File: src/rtl/tdc_pkg.sv
// Shared types and constants for the TDC readout: FSM states, code-width helper,
// and the default delay-line geometry shared with the delay-line instantiation.
package tdc_pkg;

   typedef enum logic [2:0] {
      ST_IDLE,
      ST_PULSE,
      ST_CAPTURE,
      ST_DECODE,
      ST_OUT
   } tdc_state_t;

   localparam int TDC_N_DELAY    = 32;
   localparam int TDC_N_AVG_LOG2 = 2;
   localparam int TDC_PULSE_CYC  = 1;
   localparam int TDC_CAP_CYC    = 1;

   // Width needed to hold a tap count in 0..n_delay
   function automatic int tdc_cw(input int n_delay);
      return $clog2(n_delay + 1);
   endfunction

endpackage

File: src/rtl/tdc_therm_decode.sv
// Combinational thermometer-to-binary decode with bubble/saturation flags.
// TDC_BUBBLE_CORRECT_EN selects popcount decode instead of lowest-zero priority.
module tdc_therm_decode
   import tdc_pkg::*;
#(
   parameter int N_DELAY = TDC_N_DELAY,
   localparam int CW     = tdc_cw(N_DELAY)
) (
   input  logic [N_DELAY-1:0] i_word,
   output logic [CW-1:0]      o_code,
   output logic               o_bubble,
   output logic               o_ovf
);

   logic [N_DELAY-1:0] w_word_inc;
   logic [CW-1:0]      w_code;

   // A clean thermometer word is 2^k-1, so word & (word+1) is zero exactly then
   assign w_word_inc = i_word + N_DELAY'(1);
   assign o_bubble   = |(i_word & w_word_inc);
   assign o_ovf      = &i_word;

`ifdef TDC_BUBBLE_CORRECT_EN
   always_comb begin
      w_code = '0;
      for (int i = 0; i < N_DELAY; i++) begin
         w_code = w_code + CW'(i_word[i]);
      end
   end
`else
   always_comb begin
      w_code = CW'(N_DELAY);
      for (int i = N_DELAY - 1; i >= 0; i--) begin
         if (!i_word[i]) begin
            w_code = CW'(i);
         end
      end
   end
`endif

   assign o_code = w_code;

endmodule

File: src/rtl/tdc_readout.sv
// TDC readout controller: launches the delay line, decodes and averages
// 2^N_AVG_LOG2 snapshots, delivers the result over valid/ready.
// Optional build macro: TDC_BUBBLE_CORRECT_EN (popcount decode, in tdc_therm_decode).
module tdc_readout
   import tdc_pkg::*;
#(
   parameter int N_DELAY    = TDC_N_DELAY,
   parameter int N_AVG_LOG2 = TDC_N_AVG_LOG2,
   parameter int PULSE_CYC  = TDC_PULSE_CYC,
   parameter int CAP_CYC    = TDC_CAP_CYC,
   localparam int CW        = tdc_cw(N_DELAY)
) (
   input  logic               clk,
   input  logic               rst,
   input  logic               meas_req,
   output logic               meas_busy,
   output logic               tdc_start,
   input  logic [N_DELAY-1:0] tdc_count,
   output logic               res_valid,
   input  logic               res_ready,
   output logic [CW-1:0]      res_data,
   output logic               res_bubble,
   output logic               res_ovf
);

   localparam int ACW   = CW + N_AVG_LOG2;
   localparam int SW    = (N_AVG_LOG2 > 0) ? N_AVG_LOG2 : 1;
   localparam int NS    = 1 << N_AVG_LOG2;
   localparam int PMAX  = (PULSE_CYC > CAP_CYC) ? PULSE_CYC : CAP_CYC;
   localparam int PHW   = $clog2(PMAX + 1);

   tdc_state_t       r_state;
   tdc_state_t       w_state_next;
   logic [PHW-1:0]   r_phase;
   logic [SW-1:0]    r_sample;
   logic [ACW-1:0]   r_acc;
   logic             r_bubble;
   logic             r_ovf;
   logic             r_tdc_start;
   logic             r_busy;
   logic             r_valid;
   logic [CW-1:0]    r_res_data;
   logic             r_res_bubble;
   logic             r_res_ovf;

   logic [CW-1:0]    w_code;
   logic             w_bubble;
   logic             w_ovf;
   logic             w_last;
   logic [ACW-1:0]   w_acc_sum;
   logic             w_bubble_sum;
   logic             w_ovf_sum;

   tdc_therm_decode #(
      .N_DELAY (N_DELAY)
   ) u_decode (
      .i_word   (tdc_count),
      .o_code   (w_code),
      .o_bubble (w_bubble),
      .o_ovf    (w_ovf)
   );

   assign w_last       = (r_sample == SW'(NS - 1));
   assign w_acc_sum    = r_acc + ACW'(w_code);
   assign w_bubble_sum = r_bubble | w_bubble;
   assign w_ovf_sum    = r_ovf | w_ovf;

   always_ff @(posedge clk) begin
      if (rst) begin
         r_state <= ST_IDLE;
      end else begin
         r_state <= w_state_next;
      end
   end

   always_comb begin
      w_state_next = r_state;
      case (r_state)
         ST_IDLE: begin
            if (meas_req) begin
               w_state_next = ST_PULSE;
            end
         end
         ST_PULSE: begin
            if (r_phase == PHW'(PULSE_CYC - 1)) begin
               w_state_next = ST_CAPTURE;
            end
         end
         ST_CAPTURE: begin
            if (r_phase == PHW'(CAP_CYC - 1)) begin
               w_state_next = ST_DECODE;
            end
         end
         ST_DECODE: begin
            w_state_next = w_last ? ST_OUT : ST_PULSE;
         end
         ST_OUT: begin
            if (res_ready) begin
               w_state_next = ST_IDLE;
            end
         end
         default: begin
            w_state_next = ST_IDLE;
         end
      endcase
   end

   // Phase counter restarts on every state change; only PULSE/CAPTURE consult it
   always_ff @(posedge clk) begin
      if (rst) begin
         r_phase <= '0;
      end else if (w_state_next != r_state) begin
         r_phase <= '0;
      end else if (r_state == ST_PULSE || r_state == ST_CAPTURE) begin
         r_phase <= r_phase + PHW'(1);
      end
   end

   // Outputs are registered from the next state so they align with the state register
   always_ff @(posedge clk) begin
      if (rst) begin
         r_tdc_start  <= 1'b0;
         r_busy       <= 1'b0;
         r_valid      <= 1'b0;
         r_sample     <= '0;
         r_acc        <= '0;
         r_bubble     <= 1'b0;
         r_ovf        <= 1'b0;
         r_res_data   <= '0;
         r_res_bubble <= 1'b0;
         r_res_ovf    <= 1'b0;
      end else begin
         r_tdc_start <= (w_state_next == ST_PULSE);
         r_busy      <= (w_state_next != ST_IDLE);
         r_valid     <= (w_state_next == ST_OUT);
         case (r_state)
            ST_IDLE: begin
               if (meas_req) begin
                  r_sample <= '0;
                  r_acc    <= '0;
                  r_bubble <= 1'b0;
                  r_ovf    <= 1'b0;
               end
            end
            ST_DECODE: begin
               r_acc    <= w_acc_sum;
               r_bubble <= w_bubble_sum;
               r_ovf    <= w_ovf_sum;
               if (w_last) begin
                  r_res_data   <= CW'(w_acc_sum >> N_AVG_LOG2);
                  r_res_bubble <= w_bubble_sum;
                  r_res_ovf    <= w_ovf_sum;
               end else begin
                  r_sample <= r_sample + SW'(1);
               end
            end
            default: begin
            end
         endcase
      end
   end

   assign tdc_start  = r_tdc_start;
   assign meas_busy  = r_busy;
   assign res_valid  = r_valid;
   assign res_data   = r_res_data;
   assign res_bubble = r_res_bubble;
   assign res_ovf    = r_res_ovf;

endmodule

File: config.mk
export PLATFORM = sky130hd
export DESIGN_NAME = tdc_readout
export DESIGN_NICKNAME = d
export VERILOG_FILES = /design/src/rtl/tdc_pkg.sv /design/src/rtl/tdc_therm_decode.sv /design/src/rtl/tdc_readout.sv
export SDC_FILE = /design/constraint.sdc
export NUM_CORES = 1
export LEC_CHECK = 0
export ABC_AREA = 0
export CELL_PAD_IN_SITES_DETAIL_PLACEMENT = 0
export CELL_PAD_IN_SITES_GLOBAL_PLACEMENT = 1
export CORE_UTILIZATION = 35
export DETAILED_ROUTE_END_ITERATION = 6
export PLACE_DENSITY = 0.88
export SLEW_MARGIN = 20
export SYNTH_ARGS = -nofsm -noshare
export SYNTH_HDL_FRONTEND = slang
export SYNTH_HIERARCHICAL = 1
export SYNTH_SLANG_ARGS = --single-unit
File: constraint.sdc
create_clock -name clk -period 3.7 [get_ports clk]
set_clock_uncertainty 0.15 [all_clocks]
set_input_delay 0.74 -clock clk [delete_from_list [all_inputs] [get_ports clk]]
set_output_delay 0.74 -clock clk [all_outputs]
set_load 0.1 [all_outputs]
==> impl_metrics.toml <==
[run_status]
outcome = "completed"

[timing]
tightest_slew_ns = 0.980
hold_viol = 0
rsz0062_at_grt = "false"
period_share = 0.922
max_freq_ghz = 0.293
slew-limit-headroom = 0.344
finalSetupTns_ns = 0
fin_hold_ws_ns = 0.328
setup_viol = 0
slew_violations = 0
fin_crit_ns = 3.41

[synth]
avgSynthCellArea_um2 = 7.34
synth-simple-area-share = 0.289
synthArstFlopShare = 0
syn-instance-count = 262
yosysUniqueCellTypes = 54
yosysWarnings = 6
synth_compound_area_frac = 0.310
synth_ff_type = "dfxtp_1"
syn-cell-area_um2 = 1920
synthAdderAreaFrac = 0.0559
synth_nets = 306
synth_edf_count = 0
yosys.area_share.xor_xnor = 0.00910
synth_top_family_by_area = "compound AO/OA/AOI/OAI gates"
ys_ff_latch = 27
synth_mux_area_frac = 0
ys_seq_area_frac = 0.281

[floorplanning]
rows = 26
dieArea_um2 = 5800
core-area_um2 = 5200
initial_core_util = 0.370
io_pins = 47
dieHeight_um = 76.2
die_x_um = 76.2

[drt]
dr.first_iter.drc_count = 103
vias = 2099
routed_wl_um = 5180
viasPerCell = 5.45
firstDrtPassIters = 4
ant_nets = 0
drt-wirelength-per-cell_um = 13.5
post-route-drc-count = 0

[clock_tree]
cts_resized = 0
htreeDepth = 1
cts_tree = "done"
worst_skew_pair.late_latency_ns = 0.27
postCtsSetupRepairBufs = 0
hold_buffers = 0
root_buffer = "clkbuf_8"
clock-sinks = 27
cts_max_path_buffers = 2
numCtsBuffers = 3
clkTransAtPathRegs_ns = 0.08

[finish]
drive_above_1_share = 0.0635
insertedDiodeCount = 0
syn_to_final_growth_pct = 32.1
final_nets = 360
final_core_util = 0.488
final_cells = 385
stdcell_area_um2 = 2540

[global_route]
antenna_found_initial = 0
grt.total_usage = 0.181
grt_overflow = 0
grt_start_max_net_pins = 17
grt_pass1_wl_um = 8760
grt_pass1_vias = 1935

[job]
drv_cap = 0

[worst_setup_path]
cp-end-kind = "register"
cpMaxStageDelayCell = "clkdlybuf4s50_1"
crit_top_cell = "a21oi_1"
required_ns = 3.73
crit_family = "compound AO/OA/AOI/OAI gates"
cp_max_fo = 6
critical_path_arrival_ns = 3.44
startpoint_type = "input pin"
worstPathCellList = "clkdlybuf4s50_1 > nand4_4 > nor4_2 > nand2_1 > a21oi_1 > ha_1 > a21oi_1 > o21ai_0 > a41oi_1 > xor2_1 > a211oi_1"
slowest_delay_ns = 0.59
worst-path-buf-inv = 1
worstSetupPathType = "input pin to register"

[placed_design]
io_buffers = 46
dpl.cell_count = 381
hpwl_um = 4020
routabilityCongestion = 0.745
dpl_cell_area_um2 = 2500

[pwr]
leakage_nw = 0.922
vdd_ir_drop_max_uv = 188
pwr_density_cell_nw_per_um2 = 248

[hold_path]
hold_class = "register to register"
-- layer usage --
| metal | wire (um) | share of wire | GRT usage | up-vias |
|---|---|---|---|---|
| met3 | 296 | 0.057 | 0.0383 | 5 |
| met1 | 2540 | 0.49 | 0.244 | 961 |
| met4 | 25 | 0.0048 | 0.0365 | 0 |
| met2 | 2320 | 0.45 | 0.299 | 53 |
| met5 | 0 | 0 | 0 | - |
| li1 | - | - | - | 1080 |
-- stage by stage --
stage	worst slack, ns	power, W
2_1_floorplan	0.861	0.000395
3_3_place_gp	-0.0187	0.000473
3_5_place_dp	0.00288	0.000474
4_1_cts	0.276	0.000637
5_1_grt	0.0519	0.000667
6_report	0.289	0.000632
-- cell usage after synthesis, types with 2 or more instances --
| master | n | share of area |
|---|---|---|
| a22o_1 | 4 | 0.018 |
| o21ai_0 | 19 | 0.049 |
| nand3_1 | 10 | 0.026 |
| nor3_1 | 8 | 0.021 |
| o41ai_1 | 2 | 0.0091 |
| clkbuf_1 | 2 | 0.0039 |
| inv_1 | 17 | 0.033 |
| nand4_1 | 6 | 0.020 |
| a211oi_1 | 3 | 0.012 |
| o2111ai_1 | 3 | 0.014 |
| buf_6 | 2 | 0.012 |
| a21o_1 | 2 | 0.0078 |
| dfxtp_1 | 27 | 0.28 |
| a21oi_1 | 29 | 0.075 |
| o21a_1 | 3 | 0.012 |
| a222oi_1 | 2 | 0.010 |
| nor2_1 | 32 | 0.062 |
| o211ai_1 | 3 | 0.012 |
| nor2b_1 | 3 | 0.0098 |
| nand2_1 | 30 | 0.059 |
| a31oi_1 | 4 | 0.013 |
| o31ai_1 | 2 | 0.0078 |
| o22ai_1 | 2 | 0.0065 |
| nor4_2 | 3 | 0.020 |
| a22oi_1 | 7 | 0.027 |
| and4_1 | 2 | 0.0091 |
| ha_1 | 7 | 0.046 |
| or2_1 | 2 | 0.0065 |
-- tightest hold or removal path, cell delays in order, from the launching register on --
cell     delay, ns
dfxtp_1       0.33
nand2_1       0.05
a21oi_1       0.06
-- power breakdown --
part	internal [W]	total (W)	switching [W]
sequential	0.000297	0.000303	0.00000578
clock	0.0000772	0.000164	0.0000873
combinational	0.0000700	0.000164	0.0000941
-- path summary, 6_finish.rpt --
| path | start | to | slack [ns] | cells after the start |
|---|---|---|---|---|
| max | tdc_count[6] | res_data[5] | 0.29 | 11 |
| max reg2reg | r_acc[0] | r_acc[6] | 1.72 | 7 |
| min | res_data[1] | res_data[1] | 0.33 | 2 |
| min reg2reg | res_data[1] | res_data[1] | 0.33 | 2 |
-- layout make-up --
| cell class | instances | area [um^2] |
|---|---|---|
| timing repair buffer | 55 | 528 |
| sequential | 27 | 541 |
| multi-input combinational | 212 | 1280 |
| tap | 70 | 87.6 |
| inverter | 17 | 63.8 |
| clock buffer | 4 | 45.0 |
| fill | 548 | 2660 |
-- cell families after synthesis --
family / after synthesis
AND/OR/NAND/NOR: 109
buffers and inverters: 23
XOR/XNOR: 2
AO/OA/AOI/OAI: 93
adder cells (fa/ha/maj): 8
flip-flops: 27
-- sequential cells by signal (all words and copies together), names as in the netlist, 2 cells and up --
| register | count |
|---|---|
| r_sample | 2 |
| res_data | 6 |
| r_acc | 8 |
| r_state | 3 |
-- cells in the final DEF, fill, tap and decap left out, types with 7 or more instances in the layout --
master	instances
nor3_1	8
inv_1	17
clkdlybuf4s50_1	46
nor2_1	32
buf_4	9
nand3_1	10
a21oi_1	29
o21ai_0	19
nand2_1	30
a22oi_1	7
dfxtp_1	27
ha_1	7
Power figures use the tool's default switching activity.
